## src/rtl/pacman_ctrl_sequencer_if.sv

```systemverilog
// Command/status bundle between the SoC control word and the Pac-Man command sequencer.
// The signal names follow the Platform Designer export names used by the SoC.
interface pacman_ctrl_sequencer_if #(
   parameter int FIFO_DEPTH = 4,
   parameter int CNT_W      = 8
);
   localparam int LVL_W = $clog2(FIFO_DEPTH) + 1;

   logic [31:0]      control_export;
   logic             tick;
   logic [1:0]       game_state;
   logic [1:0]       pac_dir;
   logic             dir_update;
   logic             game_reset;
   logic             overflow;
   logic [CNT_W-1:0] drop_count;
   logic [LVL_W-1:0] fifo_level;

   modport master (
      output control_export, tick,
      input  game_state, pac_dir, dir_update, game_reset, overflow, drop_count, fifo_level
   );

   modport slave (
      input  control_export, tick,
      output game_state, pac_dir, dir_update, game_reset, overflow, drop_count, fifo_level
   );
endinterface

```

## src/rtl/pacman_ctrl_sequencer.sv

```systemverilog
// Captures toggle-handshake commands from the Nios into a FIFO.
// It executes at most one command per frame tick, driving the game state and Pac-Man direction.
module pacman_ctrl_sequencer #(
   parameter int FIFO_DEPTH = 4,
   parameter int CNT_W      = 8
) (
   input logic                    clk_clk,
   input logic                    reset_reset_n,
   pacman_ctrl_sequencer_if.slave bus
);
   localparam int PTR_W = $clog2(FIFO_DEPTH);
   localparam int LVL_W = PTR_W + 1;
   localparam logic [CNT_W-1:0] CNT_MAX = '1;

   localparam logic [2:0] OP_NOP   = 3'd0;
   localparam logic [2:0] OP_MOVE  = 3'd1;
   localparam logic [2:0] OP_START = 3'd2;
   localparam logic [2:0] OP_PAUSE = 3'd3;
   localparam logic [2:0] OP_RESET = 3'd4;

   typedef enum logic [1:0] {
      ST_IDLE   = 2'd0,
      ST_RUN    = 2'd1,
      ST_PAUSED = 2'd2
   } state_e;

   typedef struct packed {
      logic [2:0] opcode;
      logic [1:0] arg;
   } cmd_t;

   cmd_t             mem_q [FIFO_DEPTH];
   logic [PTR_W-1:0] wr_ptr_q, wr_ptr_d, rd_ptr_q, rd_ptr_d;
   logic [LVL_W-1:0] level_q, level_d;
   logic             prev_tog_q;
   state_e           state_q, state_d;
   logic [1:0]       pac_dir_q, pac_dir_d;
   logic             dir_update_q, dir_update_d;
   logic             game_reset_q, game_reset_d;
   logic             overflow_q, overflow_d;
   logic [CNT_W-1:0] drop_count_q, drop_count_d;
   logic [CNT_W:0]   drop_sum;

   cmd_t in_cmd, head;
   logic new_cmd, push_req, push, pop, full, ovf_drop, exec_drop, flush;
   logic unused_payload;

   assign unused_payload = ^bus.control_export[27:2];

   assign in_cmd   = {bus.control_export[30:28], bus.control_export[1:0]};
   assign new_cmd  = bus.control_export[31] ^ prev_tog_q;
   assign push_req = new_cmd && (in_cmd.opcode != OP_NOP);
   assign pop      = bus.tick && (level_q != '0);
   assign full     = (level_q == LVL_W'(FIFO_DEPTH));
   // A full FIFO still accepts a push when the head leaves in the same cycle.
   assign push     = push_req && (!full || pop);
   assign ovf_drop = push_req && !push;
   assign head     = mem_q[rd_ptr_q];

   always_comb begin
      // NOTE: every signal gets a default first so no path leaves it unassigned and infers a latch.
      state_d      = state_q;
      pac_dir_d    = pac_dir_q;
      dir_update_d = 1'b0;
      game_reset_d = 1'b0;
      exec_drop    = 1'b0;
      flush        = 1'b0;
      if (pop) begin
         case (head.opcode)
            OP_MOVE: begin
               if (state_q == ST_RUN) begin
                  pac_dir_d    = head.arg;
                  dir_update_d = 1'b1;
               end else begin
                  exec_drop = 1'b1;
               end
            end
            OP_START: state_d = ST_RUN;
            OP_PAUSE: if (state_q == ST_RUN) state_d = ST_PAUSED;
            OP_RESET: begin
               state_d      = ST_IDLE;
               pac_dir_d    = 2'd0;
               game_reset_d = 1'b1;
               flush        = 1'b1;
            end
            default: exec_drop = 1'b1;
         endcase
      end

      // A flush realigns the read pointer onto the slot written this cycle, so a same-cycle capture survives.
      wr_ptr_d = wr_ptr_q + PTR_W'(push);
      if (flush) begin
         rd_ptr_d = wr_ptr_q;
         level_d  = LVL_W'(push);
      end else begin
         rd_ptr_d = rd_ptr_q + PTR_W'(pop);
         level_d  = level_q + LVL_W'(push) - LVL_W'(pop);
      end

      overflow_d   = overflow_q | ovf_drop;
      drop_sum     = {1'b0, drop_count_q} + (CNT_W+1)'(ovf_drop) + (CNT_W+1)'(exec_drop);
      drop_count_d = (drop_sum > {1'b0, CNT_MAX}) ? CNT_MAX : drop_sum[CNT_W-1:0];
   end

   // NOTE: the storage array has no reset; level and pointers alone define which entries are valid.
   always_ff @(posedge clk_clk) begin
      if (push) mem_q[wr_ptr_q] <= in_cmd;
   end

   always_ff @(posedge clk_clk or negedge reset_reset_n) begin
      if (!reset_reset_n) begin
         wr_ptr_q     <= '0;
         rd_ptr_q     <= '0;
         level_q      <= '0;
         prev_tog_q   <= 1'b0;
         state_q      <= ST_IDLE;
         pac_dir_q    <= 2'd0;
         dir_update_q <= 1'b0;
         game_reset_q <= 1'b0;
         overflow_q   <= 1'b0;
         drop_count_q <= '0;
      end else begin
         // NOTE: non-blocking assignments so every register samples the pre-edge values.
         wr_ptr_q     <= wr_ptr_d;
         rd_ptr_q     <= rd_ptr_d;
         level_q      <= level_d;
         prev_tog_q   <= bus.control_export[31];
         state_q      <= state_d;
         pac_dir_q    <= pac_dir_d;
         dir_update_q <= dir_update_d;
         game_reset_q <= game_reset_d;
         overflow_q   <= overflow_d;
         drop_count_q <= drop_count_d;
      end
   end

   assign bus.game_state = state_q;
   assign bus.pac_dir    = pac_dir_q;
   assign bus.dir_update = dir_update_q;
   assign bus.game_reset = game_reset_q;
   assign bus.overflow   = overflow_q;
   assign bus.drop_count = drop_count_q;
   assign bus.fifo_level = level_q;
endmodule

```

## src/flat_wrapper.sv

```systemverilog
// flat-port wrapper written by rule: the top's interface ports become plain ports
module pacman_ctrl_sequencer_flat 
#(
   parameter int FIFO_DEPTH = 4,
   parameter int CNT_W      = 8
)
  (clk_clk, reset_reset_n, bus_control_export, bus_tick, bus_game_state, bus_pac_dir, bus_dir_update, bus_game_reset, bus_overflow, bus_drop_count, bus_fifo_level);
  pacman_ctrl_sequencer_if #(.FIFO_DEPTH(FIFO_DEPTH), .CNT_W(CNT_W)) bus_i ();
  input logic clk_clk;
  input logic reset_reset_n;
  input wire logic [$bits(bus_i.control_export)-1:0] bus_control_export;
  input wire logic [$bits(bus_i.tick)-1:0] bus_tick;
  output wire logic [$bits(bus_i.game_state)-1:0] bus_game_state;
  output wire logic [$bits(bus_i.pac_dir)-1:0] bus_pac_dir;
  output wire logic [$bits(bus_i.dir_update)-1:0] bus_dir_update;
  output wire logic [$bits(bus_i.game_reset)-1:0] bus_game_reset;
  output wire logic [$bits(bus_i.overflow)-1:0] bus_overflow;
  output wire logic [$bits(bus_i.drop_count)-1:0] bus_drop_count;
  output wire logic [$bits(bus_i.fifo_level)-1:0] bus_fifo_level;
  assign bus_i.control_export = bus_control_export;
  assign bus_i.tick = bus_tick;
  assign bus_game_state = bus_i.game_state;
  assign bus_pac_dir = bus_i.pac_dir;
  assign bus_dir_update = bus_i.dir_update;
  assign bus_game_reset = bus_i.game_reset;
  assign bus_overflow = bus_i.overflow;
  assign bus_drop_count = bus_i.drop_count;
  assign bus_fifo_level = bus_i.fifo_level;
  pacman_ctrl_sequencer #(.FIFO_DEPTH(FIFO_DEPTH), .CNT_W(CNT_W)) u_core (.clk_clk(clk_clk), .reset_reset_n(reset_reset_n), .bus(bus_i));
endmodule
```

## config.mk

```make
export PLATFORM = sky130hd
export DESIGN_NAME = pacman_ctrl_sequencer_flat
export DESIGN_NICKNAME = d
export VERILOG_FILES = /design/src/rtl/pacman_ctrl_sequencer_if.sv /design/src/rtl/pacman_ctrl_sequencer.sv /design/src/flat_wrapper.sv
export SDC_FILE = /design/constraint.sdc
export NUM_CORES = 1
export LEC_CHECK = 0
export BUFFER_PORTS_ARGS = -buffer_cell sky130_fd_sc_hd__buf_2
export CELL_PAD_IN_SITES_DETAIL_PLACEMENT = 1
export CELL_PAD_IN_SITES_GLOBAL_PLACEMENT = 2
export CORE_AREA = 2 2 84 70
export CTS_CLUSTER_SIZE = 20
export DETAILED_ROUTE_END_ITERATION = 7
export DIE_AREA = 0 0 86 72
export PLACE_DENSITY_LB_ADDON = 0.15
export SYNTH_ARGS = -nofsm -noshare
export SYNTH_HDL_FRONTEND = slang
export SYNTH_SLANG_ARGS = --single-unit
```

## constraint.sdc

```tcl
create_clock -name clk_clk -period 9.1 [get_ports clk_clk]
set_input_delay 1.82 -clock clk_clk [delete_from_list [all_inputs] [get_ports clk_clk]]
set_output_delay 1.82 -clock clk_clk [all_outputs]
set_load 0.005 [all_outputs]
```

# [Word level (Yosys, flattened, before mapping)]
# Memory sizes are Yosys's and may differ from the RTL's.
# Cells that the tools add are included.
[word_totals] regBits=23 ram_bits=20 inputBits=35 out_inout_bits=18 wordCells=59 memories=1
[op_classes] add_sub_neg=6 order_cmp=1 n_eq_ne=8 n_mux=17 n_bitwise=2 reduce_logical=14
[mem_list] memory="u_core.mem_q" words=4 width=5 read_ports=1 rd_ports_with_merged_regs=0 wr=1 line="pacman_ctrl_sequencer.sv:32" text="cmd_t mem_q [FIFO_DEPTH];"
[ops] op="$add 8x1->9" count=1
[ops] op="$add 9x1->9" count=1
[ops] op="$gt 9x8->1 const B" count=1
[ops] op="$mux 1" count=9
[ops] op="$reduce_bool 3->1" count=3
[ops] op="$mux 8" count=1
[ops] op="$eq 3x2->1 const B" count=2
[ops] op="$eq 3x3->1 const B" count=2
[ops] op="$mux 2" count=3
[ops] op="$pmux 2 s3" count=1
[ops] op="$reduce_and 3->1" count=2
[ops] op="$add 2x1->2" count=2
[ops] op="$logic_and 1x1->1" count=4
[ops] op="$ne 2x1->1 const B" count=2
[ops] op="$pmux 2 s2" count=1
[ops] op="$add 3x1->3" count=1
[ops] op="$eq 3x1->1 const B" count=1
[ops] op="$mux 3" count=1
[ops] op="$reduce_or 3->1" count=1
[ops] op="$sub 3x1->3" count=1
[ops] op="$eq 2x1->1 const B" count=1
[ops] op="$logic_not 1->1" count=2
[ops] op="$pmux 1 s2" count=1
[ops] op="$reduce_bool 2->1" count=1
[ops] op="3 further kinds" count=3

# [Depth between registers and ports, before layout]
# Gate-level depths: netlist of run 1.
[logic_depth] word_depth=10 ltp_mapped=12 ltp_nobuf=10

# [Worst setup path after synthesis of run 1]
# Ideal clock, no wire load.
[synth_path] path_type="input -> register" from="input bus_tick" to="register u_core.level_q[2] (netlist: u_core.bus.fifo_level[2])" setup_time_ns=0.121 arrival_time_ns=3.591 required_time_ns=8.979 setup_slack_ns=5.388 stages=8 path_buffers=0 cell_sequence="or4b_2 nand2b_1 inv_1 ha_1 fa_1 xnor2_1 xnor2_1 nor2_1"
[synth_via] elab_chain_len=6 elab_cells_between_ends=7 cone_classes="add/sub: 2; mux: 2; reduce/logical: 3"
[synth_lines] element="from (decl)" line="flat_wrapper.sv:12" text="input wire logic [$bits(bus_i.tick)-1:0] bus_tick;"
[synth_lines] element="$logic_and 1x1->1 *" line="pacman_ctrl_sequencer.sv:53" text="assign pop = bus.tick && (level_q != '0);"
[synth_lines] element="$logic_or 1x1->1" line="pacman_ctrl_sequencer.sv:56" text="assign push = push_req && (!full || pop);"
[synth_lines] element="$logic_and 1x1->1" line="pacman_ctrl_sequencer.sv:56"
[synth_lines] element="$add 3x1->3" line="pacman_ctrl_sequencer.sv:97" text="level_d = level_q + LVL_W'(push) - LVL_W'(pop);"
[synth_lines] element="$sub 3x1->3" line="pacman_ctrl_sequencer.sv:97"
[synth_lines] element="$mux 3 *" line="pacman_ctrl_sequencer.sv:92" text="if (flush) begin"
[synth_lines] element="via u_core.level_d[2]" line="pacman_ctrl_sequencer.sv:34" text="logic [LVL_W-1:0] level_q, level_d;"
[synth_lines] element="to (signal assigned)" line="pacman_ctrl_sequencer.sv:126" text="level_q <= level_d;"
[synth_lines] element="to (decl)" line="pacman_ctrl_sequencer.sv:34"
# The timed path passes the listed nets; every way through them passes the cells marked *.
# A chain may end at the register's enable or synchronous reset.

# [Worst setup path after layout of run 1]
[layout_path] from="input bus_tick" to="register u_core.drop_count_q[1] (netlist: u_core.bus.drop_count[1])"
[layout_via] elab_chain_len=9 elab_cells_between_ends=10 cone_classes="add/sub: 2; order compare: 1; mux: 2; reduce/logical: 5"
[layout_lines] element="$logic_and 1x1->1 *" line="pacman_ctrl_sequencer.sv:53"
[layout_lines] element="$logic_or 1x1->1" line="pacman_ctrl_sequencer.sv:56"
[layout_lines] element="$logic_and 1x1->1" line="pacman_ctrl_sequencer.sv:56"
[layout_lines] element="$logic_not 1->1" line="pacman_ctrl_sequencer.sv:57" text="assign ovf_drop = push_req && !push;"
[layout_lines] element="$logic_and 1x1->1" line="pacman_ctrl_sequencer.sv:57"
[layout_lines] element="$add 8x1->9" line="pacman_ctrl_sequencer.sv:101" text="drop_sum = {1'b0, drop_count_q} + (CNT_W+1)'(ovf_drop) + (CNT_W+1)'(exec_drop);"
[layout_lines] element="$add 9x1->9 *" line="pacman_ctrl_sequencer.sv:101"
[layout_lines] element="$gt 9x8->1" line="pacman_ctrl_sequencer.sv:102" text="drop_count_d = (drop_sum > {1'b0, CNT_MAX}) ? CNT_MAX : drop_sum[CNT_W-1:0];"
[layout_lines] element="$mux 8 *" line="pacman_ctrl_sequencer.sv:102"
[layout_lines] element="via u_core.drop_count_d[1]" line="pacman_ctrl_sequencer.sv:41" text="logic [CNT_W-1:0] drop_count_q, drop_count_d;"
[layout_lines] element="to (signal assigned)" line="pacman_ctrl_sequencer.sv:133" text="drop_count_q <= drop_count_d;"
[layout_lines] element="to (decl)" line="pacman_ctrl_sequencer.sv:41"
# Marked as above.

==> results of run 1 <==
## power breakdown
part | internal (µW) | switching (µW)
combinational | 131 | 125
clock | 54.8 | 69.5
sequential | 264 | 52.4
## critical path, stage by stage
cell,delay (ns)
sky130_fd_sc_hd__buf_2,0.11
sky130_fd_sc_hd__or4b_2,0.63
sky130_fd_sc_hd__nor2_1,0.20
sky130_fd_sc_hd__fa_1,0.24
sky130_fd_sc_hd__ha_1,0.22
sky130_fd_sc_hd__and3_1,0.21
sky130_fd_sc_hd__and3_1,0.22
sky130_fd_sc_hd__nand3_1,0.23
sky130_fd_sc_hd__nand2b_1,0.15
## worst max-delay path by stage
| stage | to | depth (start not counted) |
|---|---|---|
| floorplan | u_core.bus.fifo_level[2] | 8 |
| global route | u_core.bus.drop_count[1] | 9 |
| finish | u_core.bus.drop_count[1] | 9 |
| global placement | u_core.bus.drop_count[0] | 9 |
| detailed placement | u_core.bus.drop_count[1] | 9 |
| CTS | u_core.bus.drop_count[1] | 9 |
## metrics by stage
step	hold WS [ns]	setup slack, ns	util [%]
final	0.4962	5.309	41.05
after global routing	0.5261	5.153	41.05
after CTS	0.4955	5.298	41.05
after detailed placement	0.4736	4.974	39.31
after global placement	0.4743	5.025	39.31
after floorplan	0.4650	5.388	-
## state kept, by name (all words and copies together) (netlist names)
| register | flops |
|---|---|
| u_core.bus.dir_update | 1 |
| u_core.bus.drop_count | 8 |
| u_core.rd_ptr_q | 2 |
| u_core.bus.game_state | 2 |
| u_core.bus.pac_dir | 2 |
| u_core.bus.game_reset | 1 |
| u_core.bus.fifo_level | 3 |
| u_core.prev_tog_q | 1 |
| u_core.mem_q | 20 |
| u_core.wr_ptr_q | 2 |
| u_core.bus.overflow | 1 |
## logic make-up after synthesis
| group | synth area share, % |
|---|---|
| flip-flops | 61.76 |
| AND/OR/NAND/NOR | 11.63 |
| multiplexers | 10.12 |
| AO/OA/AOI/OAI | 4.205 |
| buffers and inverters | 2.760 |
| XOR/XNOR | 4.139 |
| adder cells (fa/ha/maj) | 5.388 |
## per-layer routing
layer | GRT usage, % | part of all wire [%] | up-vias
met5 | 0 | 0 | -
met4 | 6.349 | 1.8 | 0
met3 | 3.527 | 3.6 | 9
met2 | 20.33 | 46 | 20
met1 | 18.01 | 49 | 575
li1 | - | - | 530
## layout make-up
class	count	area, µm²	area share (%)
clock buffers	5	68.82	3.154
clock inverters	3	23.77	1.089
inverters	7	26.28	1.204
multi-input cells	78	675.6	30.96
flip-flops and latches	43	1176	53.90
well taps	65	81.33	3.727
repair buffers	26	130.1	5.963
## cell usage in the layout, fill, tap and decap left out, drive strengths merged
cell,instances
buf,26
dfrtp,23
edfxtp,20
nand2,9
inv,8
nor2,7
o21ai,6
xnor2,5
nand2b,5
ha,5
clkbuf,5
mux4,5
xor2,4
and3,4
mux2,4
a21oi,3
nor2b,2
nand3,2
nor3b,2
nor4,2
mux2i,2
fa,2
clkinvlp,2
o31ai,2
a31oi,1
or3b,1
or4b,1
nor3,1
or2,1
nor4b,1
a22o,1
==> run summary, run 1 <==
The flow ran to the end, and the final reports show no timing, DRC or antenna violations. The buffer count from post-CTS setup fixing is 0. The mean instance size in the synthesized netlist came out at ~15 µm². Max-cap violations in this run came to 0. The number of top-level pins came out at 53. The sequential fraction of the synthesis area is 61.76%. The cell area after placement came out at 2090 µm². The endpoint identified for the worst register-to-register timing path is u_core.bus.drop_count[1].

The CTS tree is built. The synthesis-stage register bit count came out at 43. The number of global-route vias before repair came out at 1170. Entering global routing, the biggest net connects 24 pins. The hold violation count in the final report came out at 0. The number of antenna violations at the first check in global routing came out at 0. The number of distinct library cells after synthesis is 35. The maximum level of the CTS H-tree came out at 2. The vertical extent of the die came out at 72 µm. The total core area came out at about 5300 µm². The half-perimeter wire length of the detailed placement result came out at around 2900 µm. The clock insertion delay at the later pin of the skew report came out at approximately 0.3 ns. The detail route stage leaves a number of antenna-violating nets equal to 0. Counting flops with a built-in enable in the synthesized netlist gives 20.

In this run the register-to-register setup slack is 5.46 ns. The final setup violation count is 0. The post-synthesis net count is roughly 170. The summed negative setup slack over all endpoints is 0 ns. The TritonCTS sink count is 43. The critical path starts at bus_tick.

The floorplan has 24 rows. In the final layout, the share of cells above drive strength 1 is 28.40%. Gates resized during post-CTS repair numbered 0. The maximum net fanout on the critical path is 6. The global-route congestion overflow total is 0. The total of hold buffers inserted after clock tree synthesis is 0. The register clock-pin slew on the reported worst setup and hold paths came out at 0.08 ns. The largest total area in the synthesized netlist belongs to sky130_fd_sc_hd__edfxtp_1.

For this run, the top clock speed supported by timing is around 260 MHz. The wire length of the first global-routing pass is 6085 µm. The first-pass iteration count of the detailed router is 4. The final standard cell area without fillers is 2182 µm². Excluding fillers, the count of instances in the completed layout stands at 227. Compared with the post-synthesis result, the final layout area differs by 14.59%. The total instance count after detailed placement came out at 219.

The most common cell in the synthesized netlist is sky130_fd_sc_hd__dfrtp_1. After synthesis, the largest area contributor takes up 31.54% of total cell area. The critical path endpoint category is a register.

The post-synthesis instance total came out at 131. The destination of the worst hold path is u_core.bus.overflow. The setup skew after layout came out at slightly below 0.006 ns. The proportion of synthesized flip-flops having asynchronous set or reset came out at 53.49%. By startpoint and endpoint, the worst setup path is classified as input pin to register. The final count of pins violating max slew is 0. The total power per unit cell area came out at approximately 320 nW/µm².

The all-layer global routing usage came out at 13.38%. The depth of the worst hold-timing path is 1. The master cell of the clock root buffer is sky130_fd_sc_hd__clkbuf_8. For this run, the leading register cell type out of synthesis is sky130_fd_sc_hd__dfrtp_1. For the worst setup path, the data required time is about 9.3 ns. The total length of routed wires is 3797 µm. The kind of launch point of the worst setup path is an input pin. The total vias in the final route is 1134. The number of cells traversed by the worst register-to-register path is 10. In this run the worst hold path is classified as register to register.

The final estimated routing congestion in global placement came out at 0.7011. The worst-case headroom to the max-slew limit came out at 39.59%. The net count of the finished layout is 203. Dividing the detail-routed wire length by the instance count gives around 17 µm.

The floorplan die width is 86 µm. The first-iteration detailed-routing DRC count is 30. The effective utilization at floorplan came out at roughly 36%.

The total DRC errors in the routed layout is 0. The combined area of all synthesized cells came out at approximately 1900 µm². The clock tree buffer depth is 2. The startpoint identified for the worst hold timing path is u_core.bus.overflow.

Input and output buffers added on the ports amount to 26. The time the final worst path needs with I/O delays and setup is 3.791 ns. The endpoint arrival time on the critical path came out at 4.03 ns. Setup repair after global routing left no endpoint under its margin. The die covers 6192 µm². The final clock period utilization by the worst path came out at 41.65%. The overall power of the completed layout is between 600 and 700 µW.

The number of antenna diodes in the final layout is 0. During synthesis, Yosys emitted a total of 0 warnings. Counting instances in the post-synthesis netlist gives the leading cell types as sky130_fd_sc_hd__dfrtp_1 (23), sky130_fd_sc_hd__edfxtp_1 (20), sky130_fd_sc_hd__nand2_1 (9), sky130_fd_sc_hd__inv_1 (7), sky130_fd_sc_hd__nor2_1 (6). The slew at the pin with the worst max-slew slack is 0.9041 ns. After filler insertion, the fill cell instance count of the layout stands at 556. Ranked by total cell area, the synthesized netlist is headed by sky130_fd_sc_hd__edfxtp_1 (32%), sky130_fd_sc_hd__dfrtp_1 (30%), sky130_fd_sc_hd__mux4_2 (4.7%). In the routed layout, each cell is associated on average with a via count of 4.996. In this run the critical register-to-register path is launched from u_core.rd_ptr_q[0]. The number of buffers created by CTS came out at 5. The leakage dissipation is between 0.0009 and 0.001 µW. The largest vdd supply drop is 128.9 µV.
Power figures use the tool's default switching activity.
==> run 2: changes to the inputs <==
--- a/config.mk
+++ b/config.mk
@@ -8,10 +8,10 @@
 export BUFFER_PORTS_ARGS = -buffer_cell sky130_fd_sc_hd__buf_2
 export CELL_PAD_IN_SITES_DETAIL_PLACEMENT = 1
 export CELL_PAD_IN_SITES_GLOBAL_PLACEMENT = 2
-export CORE_AREA = 2 2 84 70
+export CORE_AREA = 2 2 87 72
 export CTS_CLUSTER_SIZE = 20
 export DETAILED_ROUTE_END_ITERATION = 7
-export DIE_AREA = 0 0 86 72
+export DIE_AREA = 0 0 89 74
 export PLACE_DENSITY_LB_ADDON = 0.15
 export SYNTH_ARGS = -nofsm -noshare
 export SYNTH_HDL_FRONTEND = slang
==> constraint.sdc (replaced) <==
create_clock -name clk_clk -period 3.9 [get_ports clk_clk]
set_input_delay 0.78 -clock clk_clk [delete_from_list [all_inputs] [get_ports clk_clk]]
set_output_delay 0.78 -clock clk_clk [all_outputs]
set_load 0.005 [all_outputs]
==> run summary, run 2 (same netlist as run 1, synthesis figures left out) <==
The final estimated routing congestion in global placement came to 0.6828 (was 0.7011). Timing would allow up to 294.4 MHz. The hold violation count in the final report was 0 (unchanged).

The pre-CTS setup slack is 0.4970 ns (was 4.974 ns). The maximum net fanout on the critical path came to 8 (was 6). The final setup violation count is 0 (unchanged). The part of the total power dissipated in sequential elements is 42.2% (was 45.5%). The category of the critical setup timing path is register to register (was input pin to register). The data required time at the worst endpoint is 4.08 ns (was 9.34 ns). The count of instances resized after the clock tree is built is 0 (unchanged). The CTS tree is built (unchanged). The half-perimeter wire length of the detailed placement result is 2875 µm (was 2857 µm).

The final antenna diode count is 0 (unchanged). The part of the power in the clock network was 23.6% (was 17.8%). The count of maximum capacitance violations is 0 (unchanged). The total vias in the final route is 1125 (was 1134). The smallest hold slack came out at 0.4495 ns (was 0.4962 ns). The master cell of the clock root buffer is sky130_fd_sc_hd__clkbuf_8 (unchanged). The maximum level of the CTS H-tree is 2 (unchanged).

The leakage dissipation is 0.0009733 µW (was 0.0009454 µW). The internal cell power came out at 1183 µW (was 449.9 µW). The register containing the most flip-flops in the final layout is u_core.mem_q (unchanged). The reg-to-reg critical path startpoint is u_core.rd_ptr_q[0] (unchanged). The via-per-instance ratio is 4.611 (was 4.996). The critical path endpoint category was a register (unchanged). The all-layer global routing usage came out at 13.28% (was 13.38%). The endpoint arrival time on the critical path is 3.58 ns (was 4.03 ns).

The overall power of the completed layout came out at 1761 µW (was 697.0 µW). The final worst setup slack is 0.5034 ns (was 5.309 ns). The quantity of I/O buffers inserted on ports was 26 (unchanged). The net count of the finished layout came to 204 (was 203). The fraction of final layout cells with drive strength greater than 1 came to 28.83% (was 28.40%). The worst setup path startpoint is u_core.rd_ptr_q[0] (was bus_tick). The most frequent standard cell in the layout excluding fill and tap cells is sky130_fd_sc_hd__buf_2 (unchanged). The total power per unit cell area came out at 781.7 nW/µm² (was 319.4 nW/µm²). The number of cells in the finished layout apart from fillers came out at 244 (was 227).

The clock insertion delay at the later pin of the skew report came out at 0.30 ns (about the same). The largest net degree at the start of global routing is 24 (unchanged). The first-pass iteration count of the detailed router came out at 4 (unchanged). Commonest cells after routing, fill and taps aside: sky130_fd_sc_hd__buf_2 (26), sky130_fd_sc_hd__dfrtp_1 (23), sky130_fd_sc_hd__edfxtp_1 (20) (unchanged). The net switching power figure came out at 578.7 µW (was 247.1 µW). Counting I/O delays and the setup requirement, the final critical path takes 3.397 ns. The number of buffers created by CTS came to 5 (unchanged). Status: finished clean (unchanged).

The total instance count after detailed placement is 236 (was 219). The final count of pins violating max slew came to 0 (unchanged). The wire length of the first global-routing pass came out at 6285 µm (was 6085 µm).

The number of antenna violations at the first check in global routing came out at 0 (unchanged). The first-iteration detailed-routing DRC count came out at 26 (was 30). The flip-flop count of the largest register, all copies and words added is 20 (unchanged). The vertical extent of the die came to 74 µm (was 72 µm).

The TritonCTS sink count came out at 43 (unchanged). The total length of routed wires came to 3914 µm (was 3797 µm). The total core area came out at 5756 µm² (was 5315 µm²). Setup repair after global routing missed its margin: no (unchanged). The kind of launch point of the worst setup path is a register (was input pin). The buffer count from post-CTS setup fixing is 0 (unchanged). The area overhead of the layout relative to synthesis came out at 18.33% (was 14.59%). The total DRC errors in the routed layout is 0 (unchanged). The proportion of total power due to net switching came to 32.85% (was 35.45%). The area enclosed by the die boundary is 6586 µm² (was 6192 µm²).

The number of nets with antenna violations after routing came out at 0 (unchanged). The number of global-route vias before repair came to 1192 (was 1170). The register clock-pin slew on the reported worst setup and hold paths came out at 0.08 ns (about the same). The part of the total power dissipated in combinational logic came out at 34.2% (was 36.7%). The setup skew after layout was 0.007507 ns (was 0.005831 ns). The slew at the pin with the worst max-slew slack is 0.8944 ns (was 0.9041 ns). The total number of placement rows came to 25 (was 24). The effective utilization at floorplan came out at 33.09% (was 35.83%).

The global-route congestion overflow total is 0 (unchanged). The largest vdd supply drop is 277.2 µV (was 128.9 µV). The class of the worst hold path is input pin to async pin (was register to register).

The total of hold buffers inserted after clock tree synthesis came out at 0 (unchanged). The clock tree buffer depth is 2 (unchanged). The worst-case headroom to the max-slew limit came out at 40.25% (was 39.59%). The floorplan die width is 89 µm (was 86 µm).

The number of top-level pins came out at 53 (unchanged). The summed negative setup slack over all endpoints is 0 ns (unchanged). The final clock period utilization by the worst path came out at 87.09%. The average routed wire per standard cell is 16.04 µm (was 16.73 µm).
==> run 2: cell count changes in the layout (fill, tap and decap cells not counted) <==
cell                         before  now
sky130_fd_sc_hd__clkinvlp_4       2    1
sky130_fd_sc_hd__bufinv_16        0    2
sky130_fd_sc_hd__buf_4            0    1
sky130_fd_sc_hd__inv_6            1    0
==> run 2: path summary, 6_finish.rpt <==
check,end,depth (start not counted),slack (ns)
setup / recovery,u_core.bus.drop_count[0],10,0.50
hold / removal,u_core.bus.drop_count[5],1,0.45
setup reg to reg,u_core.bus.drop_count[0],10,0.50
hold reg to reg,u_core.bus.overflow,1,0.48
max in group asynchronous,u_core.rd_ptr_q[0],1,3.10
min in group clk_clk,u_core.bus.overflow,1,0.48
==> run 2: power groups by stage <==
stage | Clock [µW] | Sequential [µW] | Combinational, µW
floorplan | 0 | 711 | 455
global placement | 0 | 743 | 584
detailed placement | 0 | 758 | 609
CTS | 424 | 749 | 612
global route | 445 | 769 | 677
finish | 416 | 744 | 602
==> run 2: routing by layer <==
metal / routed length, µm / up-vias / track usage (%)
li1: - / 531 / -
met1: 1856 / 573 / 17.76
met2: 1874 / 17 / 20.65
met3: 133 / 4 / 4.661
met4: 51 / 0 / 3.980
met5: 0 / - / 0
==> run 2: worst max-delay path, stage by stage (launching register included) <==
cell and delay (ns):
sky130_fd_sc_hd__dfrtp_1 0.58, sky130_fd_sc_hd__mux4_2 0.66, sky130_fd_sc_hd__or3b_1 0.42, sky130_fd_sc_hd__o21ai_0 0.09, sky130_fd_sc_hd__nor2_1 0.08, sky130_fd_sc_hd__fa_1 0.47
sky130_fd_sc_hd__ha_1 0.25, sky130_fd_sc_hd__and3_1 0.22, sky130_fd_sc_hd__and3_1 0.21, sky130_fd_sc_hd__nand3_1 0.21, sky130_fd_sc_hd__nand2b_1 0.09
==> run 2: final cells by class <==
cell class | instances | area, µm²
Multi-Input combinational cell | 78 | 675.6
Clock inverter | 3 | 67.56
Fill cell | 634 | 3502
Sequential cell | 43 | 1176
Tap cell | 81 | 101.3
Inverter | 7 | 26.28
Clock buffer | 5 | 68.82
Timing Repair Buffer | 27 | 137.6
==> run 2: stage by stage <==
stage	cell area (µm²)	utilization (%)
4_1_cts	2253	39.15
3_3_place_gp	2117	36.78
3_5_place_dp	2117	36.78
5_1_grt	2253	39.15
2_1_floorplan	1904	-
6_report	2253	39.15
==> run 3: changes to the inputs <==
--- a/config.mk
+++ b/config.mk
@@ -6,12 +6,12 @@
 export NUM_CORES = 1
 export LEC_CHECK = 0
 export BUFFER_PORTS_ARGS = -buffer_cell sky130_fd_sc_hd__buf_2
-export CELL_PAD_IN_SITES_DETAIL_PLACEMENT = 1
-export CELL_PAD_IN_SITES_GLOBAL_PLACEMENT = 2
-export CORE_AREA = 2 2 87 72
+export CELL_PAD_IN_SITES_DETAIL_PLACEMENT = 0
+export CELL_PAD_IN_SITES_GLOBAL_PLACEMENT = 1
+export CORE_AREA = 2 2 80 66
 export CTS_CLUSTER_SIZE = 20
 export DETAILED_ROUTE_END_ITERATION = 7
-export DIE_AREA = 0 0 89 74
+export DIE_AREA = 0 0 82 68
 export PLACE_DENSITY_LB_ADDON = 0.15
 export SYNTH_ARGS = -nofsm -noshare
 export SYNTH_HDL_FRONTEND = slang
==> run summary, run 3 (same netlist as run 1, synthesis figures left out) <==
The flip-flop count of the largest register, all copies and words added came out at 20 (unchanged). The TritonCTS sink count is 43 (unchanged). The part of the total power dissipated in combinational logic came out at 35.4% (was 34.2%). The time the final worst path needs with I/O delays and setup was 3.355 ns (was 3.397 ns). The class of the worst hold path is input pin to async pin (unchanged).

The fraction of final layout cells with drive strength greater than 1 is 28.83% (unchanged). The final standard cell area without fillers is 2206 µm² (was 2253 µm²). The category of the critical setup timing path is register to register (unchanged). The count of maximum capacitance violations came to 0 (unchanged). The register containing the most flip-flops in the final layout is u_core.mem_q (unchanged). The clock tree buffer depth is 2 (unchanged). The buffer count from post-CTS setup fixing is 0 (unchanged). The internal cell power came out at 1117 µW (was 1183 µW). The total of hold buffers inserted after clock tree synthesis came to 0 (unchanged). The register clock-pin slew on the reported worst setup and hold paths is 0.08 ns (about the same). The most frequent standard cell in the layout excluding fill and tap cells is sky130_fd_sc_hd__buf_2 (unchanged). The master cell of the clock root buffer is sky130_fd_sc_hd__clkbuf_8 (unchanged). The number of antenna violations at the first check in global routing is 0 (unchanged). The cell area after placement is 2093 µm² (was 2117 µm²). The CTS tree is built (unchanged). The first-pass iteration count of the detailed router was 4 (unchanged). The area enclosed by the die boundary is 5576 µm² (was 6586 µm²). The total DRC errors in the routed layout came out at 0 (unchanged).

The via-per-instance ratio came out at 4.916 (was 4.611). The total vias in the final route is 1106 (was 1125). The final antenna diode count came out at 0 (unchanged). The final count of pins violating max slew is 0 (unchanged).

Setup repair after global routing missed its margin: no (unchanged). The number of top-level pins is 53 (unchanged). The worst-case headroom to the max-slew limit was 41.74% (was 40.25%). The part of the power in the clock network came to 20.5% (was 23.6%). The half-perimeter wire length of the detailed placement result was 2505 µm (was 2875 µm). The final setup violation count came to 0 (unchanged).

The endpoint arrival time on the critical path came out at 3.53 ns (was 3.58 ns). The quantity of I/O buffers inserted on ports came out at 26 (unchanged). The kind of launch point of the worst setup path is a register (unchanged). The number of nets with antenna violations after routing came to 0 (unchanged).

The maximum net fanout on the critical path came out at 8 (unchanged). The critical path endpoint category is a register (unchanged). The summed negative setup slack over all endpoints came out at 0 ns (unchanged). The total number of placement rows is 23 (was 25). The proportion of total power due to net switching was 32.92% (was 32.85%). The part of the total power dissipated in sequential elements came to 44.1% (was 42.2%). The largest vdd supply drop came to 300.8 µV (was 277.2 µV).

The maximum level of the CTS H-tree is 2 (unchanged). The all-layer global routing usage is 13.41% (was 13.28%). The count of instances resized after the clock tree is built came to 0 (unchanged). Status: finished clean (unchanged). The first-iteration detailed-routing DRC count came out at 56 (was 26). The hold violation count in the final report is 0 (unchanged). The total length of routed wires came out at 3312 µm (was 3914 µm).

The effective utilization at floorplan came out at 39.39% (was 33.09%). The net count of the finished layout is 204 (unchanged). The number of buffers created by CTS is 5 (unchanged). The area overhead of the layout relative to synthesis came out at 15.83% (was 18.33%). The number of global-route vias before repair came to 1061 (was 1192). The wire length of the first global-routing pass came out at 5257 µm (was 6285 µm). The clock insertion delay at the later pin of the skew report is 0.30 ns (about the same). The total core area is 4835 µm² (was 5756 µm²). The top achievable clock speed is 298.1 MHz (was 294.4 MHz). The setup skew after layout came out at 0.007516 ns (was 0.007507 ns). The average routed wire per standard cell is 14.72 µm (was 16.04 µm). The slew at the pin with the worst max-slew slack came out at 0.8720 ns (was 0.8944 ns). Commonest cells after routing, fill and taps aside: sky130_fd_sc_hd__buf_2 (26), sky130_fd_sc_hd__dfrtp_1 (23), sky130_fd_sc_hd__edfxtp_1 (20) (unchanged).

The net switching power figure was 548.2 µW (was 578.7 µW). The vertical extent of the die was 68 µm (was 74 µm). The data required time at the worst endpoint came out at 4.08 ns (about the same). The total power per unit cell area was 754.9 nW/µm² (was 781.7 nW/µm²). The leakage dissipation is 0.0009670 µW (was 0.0009733 µW). The largest net degree at the start of global routing came out at 24 (unchanged).

The final estimated routing congestion in global placement is 0.8098 (was 0.6828). The floorplan die width is 82 µm (was 89 µm). The final clock period utilization by the worst path came to 86.03% (was 87.09%). The global-route congestion overflow total is 0 (unchanged).
==> run 3: cell count changes in the layout (fill, tap and decap cells not counted) <==
cell                         previous run  this run
sky130_fd_sc_hd__bufinv_16              2         1
sky130_fd_sc_hd__clkinv_2               0         1
sky130_fd_sc_hd__clkinv_4               0         1
sky130_fd_sc_hd__clkinvlp_4             1         0
==> run 3: area by class of cell <==
cell class | count | area (µm²)
fillers | 460 | 2629
flip-flops and latches | 43 | 1176
multi-input cells | 78 | 675.6
repair buffers | 27 | 137.6
well taps | 62 | 77.57
clock buffers | 5 | 68.82
clock inverters | 3 | 43.79
inverters | 7 | 26.28
==> run 3: power groups by stage <==
stage	Clock, µW	Combinational (µW)	Sequential (µW)
floorplan	0	455	711
global placement	0	577	739
detailed placement	0	599	748
CTS	351	602	738
global route	374	666	759
finish	341	590	734
==> run 3: metrics by stage <==
step           utilization [%]  hold WS (ns)  std cells  setup WS [ns]  total power [µW]
2_1_floorplan                -        0.4650        131         0.8255              1166
3_3_place_gp             43.30        0.4492        217         0.5548              1317
3_5_place_dp             43.30        0.4525        217         0.5309              1347
4_1_cts                  45.63        0.4596        225         0.5140              1691
5_1_grt                  45.63        0.4731        225         0.3025              1799
6_report                 45.63        0.4454        225         0.5449              1665
==> run 3: layer usage <==
layer	share of wire (%)	routed length, µm	vias to the layer above	track usage [%]
li1	-	-	531	-
met1	46	1524	543	16.97
met2	47	1548	26	21.65
met3	6.0	199	6	4.749
met4	1.2	39	0	4.375
met5	0	0	-	0
==> run 3: final timing paths <==
| kind | slack (ns) | cells past startpoint | endpoint | startpoint |
|---|---|---|---|---|
| max | 0.54 | 10 | u_core.bus.drop_count[1] | u_core.rd_ptr_q[0] |
| min | 0.45 | 1 | u_core.bus.fifo_level[0] | reset_reset_n |
| max reg2reg | 0.54 | 10 | u_core.bus.drop_count[1] | u_core.rd_ptr_q[0] |
| min reg2reg | 0.47 | 1 | u_core.bus.overflow | u_core.bus.overflow |
| max in group asynchronous | 3.11 | 1 | u_core.bus.game_reset | reset_reset_n |
| min in group clk_clk | 0.47 | 1 | u_core.bus.overflow | u_core.bus.overflow |
==> run 3: critical path, stage by stage (launching register included) <==
cell and delay, ns:
sky130_fd_sc_hd__dfrtp_1 0.56, sky130_fd_sc_hd__mux4_2 0.66, sky130_fd_sc_hd__or3b_1 0.42, sky130_fd_sc_hd__o21ai_0 0.09, sky130_fd_sc_hd__nor2_1 0.09, sky130_fd_sc_hd__fa_1 0.45
sky130_fd_sc_hd__ha_1 0.24, sky130_fd_sc_hd__and3_1 0.22, sky130_fd_sc_hd__and3_1 0.21, sky130_fd_sc_hd__nand3_1 0.21, sky130_fd_sc_hd__nand2b_1 0.09
